<file path="src/rtl/cpu_pkg.sv">
// Shared CPU definitions: condition codes, NZCV flag bit positions and the
// decoder flag-write request encodings.
package cpu_pkg;

    // Width of the architectural {N,Z,C,V} flag vector and of the cond field.
    localparam int unsigned NZCV_W = 4;
    localparam int unsigned COND_W = 4;

    // Bit positions inside the {N,Z,C,V} vector.
    localparam int unsigned FLAG_N = 3;
    localparam int unsigned FLAG_Z = 2;
    localparam int unsigned FLAG_C = 1;
    localparam int unsigned FLAG_V = 0;

    // Decoder flag-write request bits.
    localparam logic [1:0] FLAGW_NZ = 2'b10;
    localparam logic [1:0] FLAGW_CV = 2'b01;

    // Instruction condition field, Instr[31:28].
    typedef enum logic [COND_W-1:0] {
        COND_EQ = 4'b0000,
        COND_NE = 4'b0001,
        COND_CS = 4'b0010,
        COND_CC = 4'b0011,
        COND_MI = 4'b0100,
        COND_PL = 4'b0101,
        COND_VS = 4'b0110,
        COND_VC = 4'b0111,
        COND_HI = 4'b1000,
        COND_LS = 4'b1001,
        COND_GE = 4'b1010,
        COND_LT = 4'b1011,
        COND_GT = 4'b1100,
        COND_LE = 4'b1101,
        COND_AL = 4'b1110,
        COND_NV = 4'b1111
    } cond_e;

endpackage : cpu_pkg

</file>
<file path="src/rtl/cond_check.sv">
// Combinational condition evaluator: decides whether an instruction with the
// given cond field executes against the current {N,Z,C,V} flags.
//   cond  : instruction condition field
//   flags : registered {N,Z,C,V}
//   pass  : 1 when the condition holds
module cond_check
    import cpu_pkg::*;
(
    input  logic [COND_W-1:0] cond,
    input  logic [NZCV_W-1:0] flags,
    output logic              pass
);

    logic n_f;
    logic z_f;
    logic c_f;
    logic v_f;

    assign n_f = flags[FLAG_N];
    assign z_f = flags[FLAG_Z];
    assign c_f = flags[FLAG_C];
    assign v_f = flags[FLAG_V];

    // Condition decode.
    always_comb begin
        pass = 1'b0;
        case (cond_e'(cond))
            COND_EQ: pass = z_f;
            COND_NE: pass = ~z_f;
            COND_CS: pass = c_f;
            COND_CC: pass = ~c_f;
            COND_MI: pass = n_f;
            COND_PL: pass = ~n_f;
            COND_VS: pass = v_f;
            COND_VC: pass = ~v_f;
            COND_HI: pass = c_f & ~z_f;
            COND_LS: pass = ~c_f | z_f;
            COND_GE: pass = ~(n_f ^ v_f);
            COND_LT: pass = n_f ^ v_f;
            COND_GT: pass = ~z_f & ~(n_f ^ v_f);
            COND_LE: pass = z_f | (n_f ^ v_f);
            COND_AL: pass = 1'b1;
            // 1111 is treated as unconditional in this ISA subset.
            COND_NV: pass = 1'b1;
            default: pass = 1'b1;
        endcase
    end

endmodule : cond_check

</file>
<file path="src/rtl/cond_unit.sv">
// Conditional-execution unit. Holds the NZCV flag register, evaluates the
// instruction condition against it and gates the decoder's side-effect
// requests so only executed instructions write state. Also keeps saturating
// executed/skipped instruction counters for debug.
//   clk, rst               : clock, synchronous active-high reset
//   en                     : instruction valid (0 = stall/bubble)
//   cond                   : Instr[31:28]
//   alu_flags              : {N,Z,C,V} produced by the current instruction
//   flag_w, pcs, reg_w, mem_w : raw decoder requests
//   pc_src, reg_write, mem_write : gated requests (combinational)
//   cond_ex                : instruction executes this cycle (combinational)
//   flags                  : registered {N,Z,C,V}
//   exec_cnt, skip_cnt     : saturating instruction counters
module cond_unit
    import cpu_pkg::*;
#(
    parameter int unsigned CNT_W = 16
) (
    input  logic              clk,
    input  logic              rst,
    input  logic              en,
    input  logic [COND_W-1:0] cond,
    input  logic [NZCV_W-1:0] alu_flags,
    input  logic [1:0]        flag_w,
    input  logic              pcs,
    input  logic              reg_w,
    input  logic              mem_w,
    output logic              pc_src,
    output logic              reg_write,
    output logic              mem_write,
    output logic              cond_ex,
    output logic [NZCV_W-1:0] flags,
    output logic [CNT_W-1:0]  exec_cnt,
    output logic [CNT_W-1:0]  skip_cnt
);

    localparam logic [CNT_W-1:0] CNT_MAX = '1;

    logic [NZCV_W-1:0] flags_q;
    logic [NZCV_W-1:0] flags_d;
    logic [CNT_W-1:0]  exec_q;
    logic [CNT_W-1:0]  exec_d;
    logic [CNT_W-1:0]  skip_q;
    logic [CNT_W-1:0]  skip_d;
    logic              pass;
    logic              wr_nz;
    logic              wr_cv;

    // Condition is evaluated against the pre-instruction flags (no bypass).
    cond_check u_cond_check (
        .cond  (cond),
        .flags (flags_q),
        .pass  (pass)
    );

    // Side-effect gating; reset and stall both suppress execution.
    assign cond_ex   = en & pass & ~rst;
    assign pc_src    = pcs   & cond_ex;
    assign reg_write = reg_w & cond_ex;
    assign mem_write = mem_w & cond_ex;

    assign wr_nz = cond_ex & (|(flag_w & FLAGW_NZ));
    assign wr_cv = cond_ex & (|(flag_w & FLAGW_CV));

    // Next-state for flags and counters.
    always_comb begin
        flags_d = flags_q;
        exec_d  = exec_q;
        skip_d  = skip_q;

        if (wr_nz) begin
            flags_d[FLAG_N] = alu_flags[FLAG_N];
            flags_d[FLAG_Z] = alu_flags[FLAG_Z];
        end
        if (wr_cv) begin
            flags_d[FLAG_C] = alu_flags[FLAG_C];
            flags_d[FLAG_V] = alu_flags[FLAG_V];
        end

        // Counters saturate rather than wrap.
        if (en) begin
            if (cond_ex) begin
                if (exec_q != CNT_MAX) begin
                    exec_d = exec_q + CNT_W'(1);
                end
            end else begin
                if (skip_q != CNT_MAX) begin
                    skip_d = skip_q + CNT_W'(1);
                end
            end
        end
    end

    // State registers.
    always_ff @(posedge clk) begin
        if (rst) begin
            flags_q <= '0;
            exec_q  <= '0;
            skip_q  <= '0;
        end else begin
            flags_q <= flags_d;
            exec_q  <= exec_d;
            skip_q  <= skip_d;
        end
    end

    assign flags    = flags_q;
    assign exec_cnt = exec_q;
    assign skip_cnt = skip_q;

endmodule : cond_unit
</file>
<file path="config.mk">
export PLATFORM = sky130hd
export DESIGN_NAME = cond_unit
export DESIGN_NICKNAME = d
export VERILOG_FILES = /design/src/rtl/cpu_pkg.sv /design/src/rtl/cond_check.sv /design/src/rtl/cond_unit.sv
export SDC_FILE = /design/constraint.sdc
export NUM_CORES = 1
export LEC_CHECK = 0
export BUFFER_PORTS_ARGS = -buffer_cell sky130_fd_sc_hd__clkbuf_2
export CAP_MARGIN = 20
export CORE_MARGIN = 2
export CORE_UTILIZATION = 46
export CTS_CLUSTER_SIZE = 30
export DETAILED_ROUTE_END_ITERATION = 10
export PLACE_DENSITY_LB_ADDON = 0.05
export SYNTH_ARGS = -nofsm -noshare
export SYNTH_HDL_FRONTEND = slang
export SYNTH_HIERARCHICAL = 1
export SYNTH_SLANG_ARGS = --single-unit
</file>
<file path="constraint.sdc">
create_clock -name clk -period 3.84 [get_ports clk]
set_clock_uncertainty 0.2 [all_clocks]
set_input_delay 0.768 -clock clk [delete_from_list [all_inputs] [get_ports clk]]
set_output_delay 0.768 -clock clk [all_outputs]
set_load 0.005 [all_outputs]
</file>
==> impl_metrics.tcl, run 1 <==
set metrics [dict create \
    ys.flop_type "dfxtp_1" \
    grt_usage 0.190 \
    finalCriticalPeriod_ns 3.38 \
    r2r-start "flags[0]" \
    ys_types 53 \
    die_y_um 70.6 \
    rr_worst_depth 9 \
    grt_pass1_vias 1716 \
    yosysTopAreaCellShare 0.353 \
    cp.depth 10 \
    rrSetupSlack_ns 0.91 \
    clock.fmax_mhz 296 \
    drv_slew 0 \
    drive_above_1_share 0.260 \
    synth_fa_ha_area_frac 0.0123 \
    p_int_uw 633 \
    num_vias 2069 \
    cp_num_buf_inv 3 \
    yosysTopAreaCell "dfxtp_1" \
    synth-xor-area-share 0.0172 \
    clkTransAtPathRegs_ns 0.08 \
    netlist_instances 249 \
    cts_buffers 5 \
    synth_simple_gate_area_frac 0.353 \
    power_frac_clock 0.451 \
    p_switching_uw 178 \
    dieWidth_um 70.6 \
    io_buffers 55 \
    cp.arrival_ns 2.41 \
    synth_top_family_by_area "simple AND/OR/NAND/NOR gates" \
    cp_common_cell "clkbuf_2" \
    place_congestion 0.766 \
    synth_edf_count 0 \
    mostFrequentLayoutCell "clkbuf_2" \
    worstHoldPathType "reg2reg" \
    hold_viol_final 0 \
    avgViaCountPerCell 5.81 \
    worst-path-max-fanout 10 \
    start_util 0.472 \
    slew_headroom 0.524 \
    wl_per_cell_um 12.9 \
    cpPeakStageDelay_ns 0.39 \
    clock_path_buffers 2 \
    area_delta_synth_final_pct 21.0 \
    period_share 0.880 \
    io_pins 56 \
    clkSinkCount 36 \
    final_area_um2 2470 \
    synth_async_sr_flop_share 0 \
    final-setup-viol-count 0 \
    peakVddDrop_uv 202 \
    tns_ns 0 \
    syn_nets 267 \
    cp_slowest_cell "or4_1" \
    maxCapViolations 0 \
    grt_max_degree 26 \
    pwr-share-comb 0.077 \
    swShare 0.220 \
    layout.nets 321 \
    cellPowerDensity_nw_per_um2 329 \
    worstMarginPinSlew_ns 0.708 \
    yosysSeqAreaShare 0.353 \
    dpl_cell_area_um2 2340 \
    dieArea_um2 4980 \
    ys_ff_latch 36 \
    r2r-end "exec_cnt[15]" \
    wirelength_um 4610 \
    syn_area_per_cell_um2 8.19 \
    postCtsSetupRepairBufs 0 \
    clock_latency_ns 0.29 \
    holdCritStartpoint "exec_cnt[15]" \
    final_core_util 0.571 \
    diodes 0 \
    hold_path_depth 2 \
    synth_compound_area_frac 0.192 \
    coreArea_um2 4320 \
    drtAntennaViolNets 0 \
    pwr-share-seq 0.472 \
    cts_hold_repair.buffers 0 \
    drt_first_pass_iters 4 \
    critical_path_class "in2out" \
    muxShareOfSynthArea 0.0325 \
    rsz0062_at_grt "false" \
    status "finished, final reports clean" \
    leakage_nw 0.948 \
    endpoint_kind "primary output" \
    rows 24 \
    critPathTopFamily "simple AND/OR/NAND/NOR gates" \
    min_to "exec_cnt[15]" \
    drc_errors 0 \
    crit_chain "clkbuf_2 -> xor2_1 -> or4_1 -> nand2_1 -> a22oi_1 -> o21ai_1 -> nand3b_4 -> inv_1 -> and2_1 -> clkbuf_2" \
    drtIter0Drc 123 \
    antenna_found_initial 0 \
    synth.cell_area_um2 2040 \
    cts_tree "built" \
    cts_max_level 2 \
    clock-root-buffer "clkbuf_8" \
    critPathRequiredTime_ns 2.87 \
    final_cell_mix "clkbuf_2 (55), dfxtp_1 (36), a21oi_1 (24)" \
    cts_resized 0 \
    synth.area.top_cells "dfxtp_1 (35%), a21oi_1 (5.9%), nand2_1 (4.2%), nand4_1 (3.7%), or4_1 (3.7%)" \
    startpoint_type "primary input" \
    yosysWarningCount 6 \
    hpwl_um 3310 \
    power_uw 812 \
    grt_overflow 0 \
    grt_pass1_wl_um 7800 \
]
==> worst max-delay path by stage <==
stage	start	end	slack, ns
final	cond[0]	reg_write	0.46
after global routing	cond[0]	mem_write	0.27
after CTS	cond[0]	mem_write	0.44
after detailed placement	cond[0]	exec_cnt[11]	0.30
after global placement	cond[0]	exec_cnt[11]	0.34
after floorplan	cond[0]	mem_write	0.47
==> state kept, by name, summed over array words and instances (netlist names) <==
name	cells
exec_cnt	16
flags	4
skip_cnt	16
==> Yosys cell counts (4+ instances only) <==
cell	count
a21oi_1	24
and2_1	5
clkbuf_1	5
dfxtp_1	36
inv_1	4
mux2_2	5
nand2_1	23
nand3_1	13
nand4_1	12
nor2_1	10
nor2b_1	7
nor3_1	6
nor4_1	7
o21ai_0	12
o31ai_1	6
or3_1	8
or4_1	10
==> cell type report <==
class                   count  area, um2
inverters                   5       18.8
well taps                  52       65.1
multi-input cells         197       1240
clock buffers               7       96.3
repair buffers             58        298
flip-flops and latches     36        721
fillers                   435       1860
clock inverters             1       30.0
==> cells by family after synthesis <==
logic type,after synthesis
AOI/OAI and AO/OA,62
xor gates and xnor gates,4
adders and majority gates,2
buffers and inverters,16
DFF,36
muxes,6
and+or+nand+nor,123
==> layer usage <==
metal	share of wire	global-route usage	vias up	wire length, um
met5	0	0	-	0
met4	0.0054	0.0524	0	25
met3	0.052	0.0484	2	239
met2	0.46	0.301	43	2110
met1	0.48	0.259	956	2230
li1	-	-	1068	-
==> through the flow <==
| step | cells | hold WS [ns] | setup WS, ns |
|---|---|---|---|
| floorplan | 249 | 0.280 | 0.471 |
| global placement | 348 | 0.294 | 0.340 |
| detailed placement | 348 | 0.300 | 0.302 |
| CTS | 356 | 0.311 | 0.439 |
| global route | 356 | 0.327 | 0.271 |
| finish | 356 | 0.311 | 0.459 |
==> worst reg2reg max path, cell delays in order, from the launching register on <==
cell	delay (ns)
dfxtp_1	0.35
xor2_1	0.16
or4_1	0.39
nand2_1	0.08
a22oi_1	0.05
o21ai_1	0.17
nand3b_4	0.14
or4_1	0.68
or4_1	0.51
a21oi_1	0.14
==> power by group through the flow <==
stage          combinational (mW)  sequential, mW  clock (mW)
2_1_floorplan              0.0434           0.391           0
4_1_cts                    0.0632           0.383       0.376
3_5_place_dp               0.0631           0.392           0
5_1_grt                    0.0703           0.384       0.392
3_3_place_gp               0.0631           0.392           0
6_report                   0.0629           0.383       0.366
No activity file was read; power rests on OpenSTA's default activity.
==> run 2, diff against run 1 <==
--- a/config.mk
+++ b/config.mk
@@ -7,7 +7,7 @@
 export LEC_CHECK = 0
 export BUFFER_PORTS_ARGS = -buffer_cell sky130_fd_sc_hd__clkbuf_2
 export CAP_MARGIN = 20
-export CORE_MARGIN = 2
+export CORE_MARGIN = 4
 export CORE_UTILIZATION = 46
 export CTS_CLUSTER_SIZE = 30
 export DETAILED_ROUTE_END_ITERATION = 10
==> impl_metrics.tcl, run 2 (synthesized netlist as in run 1, its figures left out) <==
set metrics [dict create \
    period_share 0.891 \
    final_core_util 0.583 \
    grt_max_degree 28 \
    multiInputGateArea_um2 1240 \
    cp_num_buf_inv 3 \
    final-setup-viol-count 0 \
    rows 23 \
    cp_slowest_cell "or4_1" \
    finalCriticalPeriod_ns 3.42 \
    clock-root-buffer "clkbuf_8" \
    critPathRequiredTime_ns 2.87 \
    dieWidth_um 74.6 \
    cts_resized 0 \
    hold_viol_final 0 \
    postCtsSetupRepairBufs 0 \
    maxCapViolations 0 \
    wirelength_um 4790 \
    fill_cells 416 \
    cpPeakStageDelay_ns 0.40 \
    grt_pass1_wl_um 7960 \
    layout.nets 321 \
    area_delta_synth_final_pct 18.5 \
    grt_overflow 0 \
    cellPowerDensity_nw_per_um2 288 \
    cp.arrival_ns 2.45 \
    route.met2.wl_um 2100 \
    cts_buffers 5 \
    clkSinkCount 36 \
    worstMarginPinSlew_ns 0.736 \
    drtAntennaViolNets 0 \
    grt_usage 0.178 \
    critical_path_class "in2out" \
    clock.fmax_mhz 292 \
    hpwl_um 3500 \
    dieArea_um2 5560 \
    avgViaCountPerCell 5.84 \
    diodes 0 \
    clkTransAtPathRegs_ns 0.07 \
    met3RoutedLength_um 281 \
    io_pins 56 \
    grt_pass1_vias 1776 \
    clock_latency_ns 0.28 \
    critPathTopFamily "simple AND/OR/NAND/NOR gates" \
    num_vias 2061 \
    die_y_um 74.6 \
    dpl_cell_area_um2 2340 \
    cts_hold_repair.buffers 0 \
    final_cell_mix "clkbuf_2 (55), dfxtp_1 (36), a21oi_1 (24)" \
    clock_path_buffers 2 \
    worst-path-max-fanout 11 \
    slew_headroom 0.505 \
    rsz0062_at_grt "false" \
    startpoint_type "primary input" \
    crit_chain "clkbuf_2 -> xor2_1 -> or4_1 -> nand2_1 -> a22oi_1 -> o21ai_1 -> nand3b_4 -> inv_1 -> and2_1 -> clkbuf_2" \
    seq_area_um2 721 \
    wirelength_met1_um 2370 \
    drive_above_1_share 0.254 \
    cp_common_cell "clkbuf_2" \
    endpoint_kind "primary output" \
    peakVddDrop_uv 159 \
    final_area_um2 2420 \
    mostFrequentLayoutCell "clkbuf_2" \
    tns_ns 0 \
    io_buffers 55 \
    drtIter0Drc 136 \
    highest_layer "met4" \
    drv_slew 0 \
    cts_tree "built" \
    cts_max_level 2 \
    drc_errors 0 \
    wl_per_cell_um 13.6 \
    coreArea_um2 4140 \
    status "finished, final reports clean" \
    leakage_nw 0.924 \
    worstHoldPathType "reg2reg" \
    antenna_found_initial 0 \
    place_congestion 0.750 \
    start_util 0.492 \
    drt_first_pass_iters 4 \
]
## run 2: cell types whose count changed in the layout (fill, tap and decap cells not counted)
cell	previous run	this run
clkinv_2	0	1
clkbuf_1	0	1
clkbuf_8	7	5
bufinv_16	1	0
## run 2: layout make-up
| class | count | share of cell area |
|---|---|---|
| well taps | 50 | 0.0259 |
| repair buffers | 58 | 0.123 |
| inverters | 5 | 0.00777 |
| flip-flops and latches | 36 | 0.298 |
| clock buffers | 6 | 0.0300 |
| clock inverters | 1 | 0.00207 |
| multi-input cells | 197 | 0.513 |
## run 2: power breakdown
part           switching (mW)  total [mW]  internal (mW)
Sequential            0.00580       0.383          0.377
Clock                   0.127       0.250          0.123
Combinational          0.0360      0.0630         0.0270
## run 2: metal layers
| metal | global-route usage | vias up |
|---|---|---|
| li1 | - | 1065 |
| met1 | 0.248 | 941 |
| met2 | 0.275 | 50 |
| met3 | 0.0392 | 5 |
| met4 | 0.0534 | 0 |
| met5 | 0 | - |
## run 2: tightest hold or removal path, cell delays in order (launching register included)
cell     delay (ns)
dfxtp_1        0.34
o31ai_1        0.07
a21oi_1        0.06
## run 2: path summary, 6_finish.rpt
check          startpoint            to  slack, ns  cells past startpoint
max               cond[0]        pc_src       0.42                     10
min          skip_cnt[11]  skip_cnt[11]       0.31                      2
max reg2reg      flags[0]  exec_cnt[15]       0.90                      9
min reg2reg  skip_cnt[11]  skip_cnt[11]       0.31                      2
## run 2: through the flow
step                total power, mW  cells  hold slack, ns  setup slack [ns]
finish                        0.696    353           0.311             0.420
global route                  0.731    353           0.339             0.281
CTS                           0.707    353           0.306             0.399
detailed placement            0.455    346           0.293             0.304
global placement              0.454    346           0.290             0.348
floorplan                     0.434    249           0.280             0.471
==> run 3, diff against run 2 <==
--- a/config.mk
+++ b/config.mk
@@ -8,7 +8,7 @@
 export BUFFER_PORTS_ARGS = -buffer_cell sky130_fd_sc_hd__clkbuf_2
 export CAP_MARGIN = 20
 export CORE_MARGIN = 4
-export CORE_UTILIZATION = 46
+export CORE_UTILIZATION = 52
 export CTS_CLUSTER_SIZE = 30
 export DETAILED_ROUTE_END_ITERATION = 10
 export PLACE_DENSITY_LB_ADDON = 0.05
==> impl_metrics.tcl, run 3 (synthesized netlist as in run 1, its figures left out) <==
set metrics [dict create \
    cts_hold_repair.buffers 0 \
    leakage_nw 0.929 \
    layout.nets 321 \
    mostFrequentLayoutCell "clkbuf_2" \
    io_buffers 55 \
    clock.fmax_mhz 293 \
    cts_resized 0 \
    startpoint_type "primary input" \
    cp_common_cell "clkbuf_2" \
    cp_slowest_cell "or4_1" \
    drc_errors 0 \
    clock_latency_ns 0.29 \
    dieWidth_um 70.6 \
    cp.arrival_ns 2.44 \
    clock_path_buffers 2 \
    rr_worst_depth 9 \
    wirelength_um 4820 \
    final_area_um2 2430 \
    status "finished, final reports clean" \
    cts_max_level 2 \
    drive_above_1_share 0.253 \
    grt_overflow 0 \
    grt_pass1_wl_um 7800 \
    cpPeakStageDelay_ns 0.40 \
    cts_tree "built" \
    grt_usage 0.190 \
    wl_per_cell_um 13.7 \
    cts_buffers 5 \
    rsz0062_at_grt "false" \
    crit_chain "clkbuf_2 -> xor2_1 -> or4_1 -> nand2_1 -> a22oi_1 -> o21ai_1 -> nand3b_4 -> inv_1 -> and2_1 -> clkbuf_2" \
    final-setup-viol-count 0 \
    hold_viol_final 0 \
    grt_pass1_vias 1783 \
    maxCapViolations 0 \
    num_vias 2075 \
    peakVddDrop_uv 209 \
    area_delta_synth_final_pct 19.0 \
    dieArea_um2 4990 \
    die_y_um 70.6 \
    clkSinkCount 36 \
    drtAntennaViolNets 0 \
    dpl_cell_area_um2 2340 \
    drt_first_pass_iters 4 \
    tns_ns 0 \
    critPathTopFamily "simple AND/OR/NAND/NOR gates" \
    drtIter0Drc 173 \
    cp_num_buf_inv 3 \
    clock-root-buffer "clkbuf_8" \
    critical_path_class "in2out" \
    grt_max_degree 39 \
    cp.depth 10 \
    avgViaCountPerCell 5.89 \
    hpwl_um 3420 \
    endpoint_kind "primary output" \
    postCtsSetupRepairBufs 0 \
    antenna_found_initial 0 \
    io_pins 56 \
    hold_path_depth 2 \
    place_congestion 0.842 \
    slew_headroom 0.519 \
    worst-path-max-fanout 10 \
    start_util 0.549 \
    finalCriticalPeriod_ns 3.41 \
    critPathRequiredTime_ns 2.87 \
    diodes 0 \
    drv_slew 0 \
    worstMarginPinSlew_ns 0.716 \
    final_cell_mix "clkbuf_2 (55), dfxtp_1 (36), a21oi_1 (24)" \
    period_share 0.888 \
    cellPowerDensity_nw_per_um2 298 \
    coreArea_um2 3720 \
    rows 22 \
    worstHoldPathType "reg2reg" \
    clkTransAtPathRegs_ns 0.07 \
]
==> run 3: cell count changes in the layout (fill, tap and decap cells not counted) <==
| cell | change |
|---|---|
| clkbuf_8 | +1 |
| clkbuf_1 | +1 |
| clkinv_2 | -1 |
==> run 3: through the flow <==
stage / cells / utilization / power (mW) / hold WS [ns] / worst slack, ns
5_1_grt: 352 / 0.653 / 0.753 / 0.328 / 0.281
2_1_floorplan: 249 / - / 0.434 / 0.280 / 0.471
3_3_place_gp: 344 / 0.629 / 0.454 / 0.292 / 0.365
4_1_cts: 352 / 0.653 / 0.731 / 0.308 / 0.423
3_5_place_dp: 344 / 0.629 / 0.455 / 0.296 / 0.295
6_report: 352 / 0.653 / 0.722 / 0.309 / 0.431
==> run 3: where the power goes <==
part	internal [mW]	switching, mW	leakage [nW]
sequential	0.377	0.00566	0.290
combinational	0.0271	0.0363	0.593
clock	0.146	0.130	0.0455
total	0.551	0.171	0.929
==> run 3: layer usage <==
metal  share of wire  track usage  routed length (um)
met1            0.45        0.239                2180
met2            0.46        0.304                2240
met3           0.075       0.0739                 361
met4          0.0075       0.0564                  36
met5               0            0                   0
==> run 3: worst reg2reg max path, stage by stage (launching register included) <==
cell,delay (ns)
dfxtp_1,0.42
xor2_1,0.10
or4_1,0.40
nand2_1,0.08
a22oi_1,0.06
o21ai_1,0.17
nand3b_4,0.14
or4_1,0.68
nor3b_1,0.26
mux2_2,0.35
==> run 3: path summary, 6_finish.rpt <==
| path | start | endpoint | slack, ns |
|---|---|---|---|
| max reg2reg | flags[0] | exec_cnt[11] | 0.87 |
| min reg2reg | exec_cnt[15] | exec_cnt[15] | 0.31 |
| max | cond[0] | reg_write | 0.43 |
| min | exec_cnt[15] | exec_cnt[15] | 0.31 |
==> run 3: area by class of cell <==
cell class / instances / area, um2
flip-flops and latches: 36 / 721
well taps: 48 / 60.1
inverters: 5 / 18.8
clock buffers: 8 / 90.1
fillers: 334 / 1290
repair buffers: 58 / 298
multi-input cells: 197 / 1240
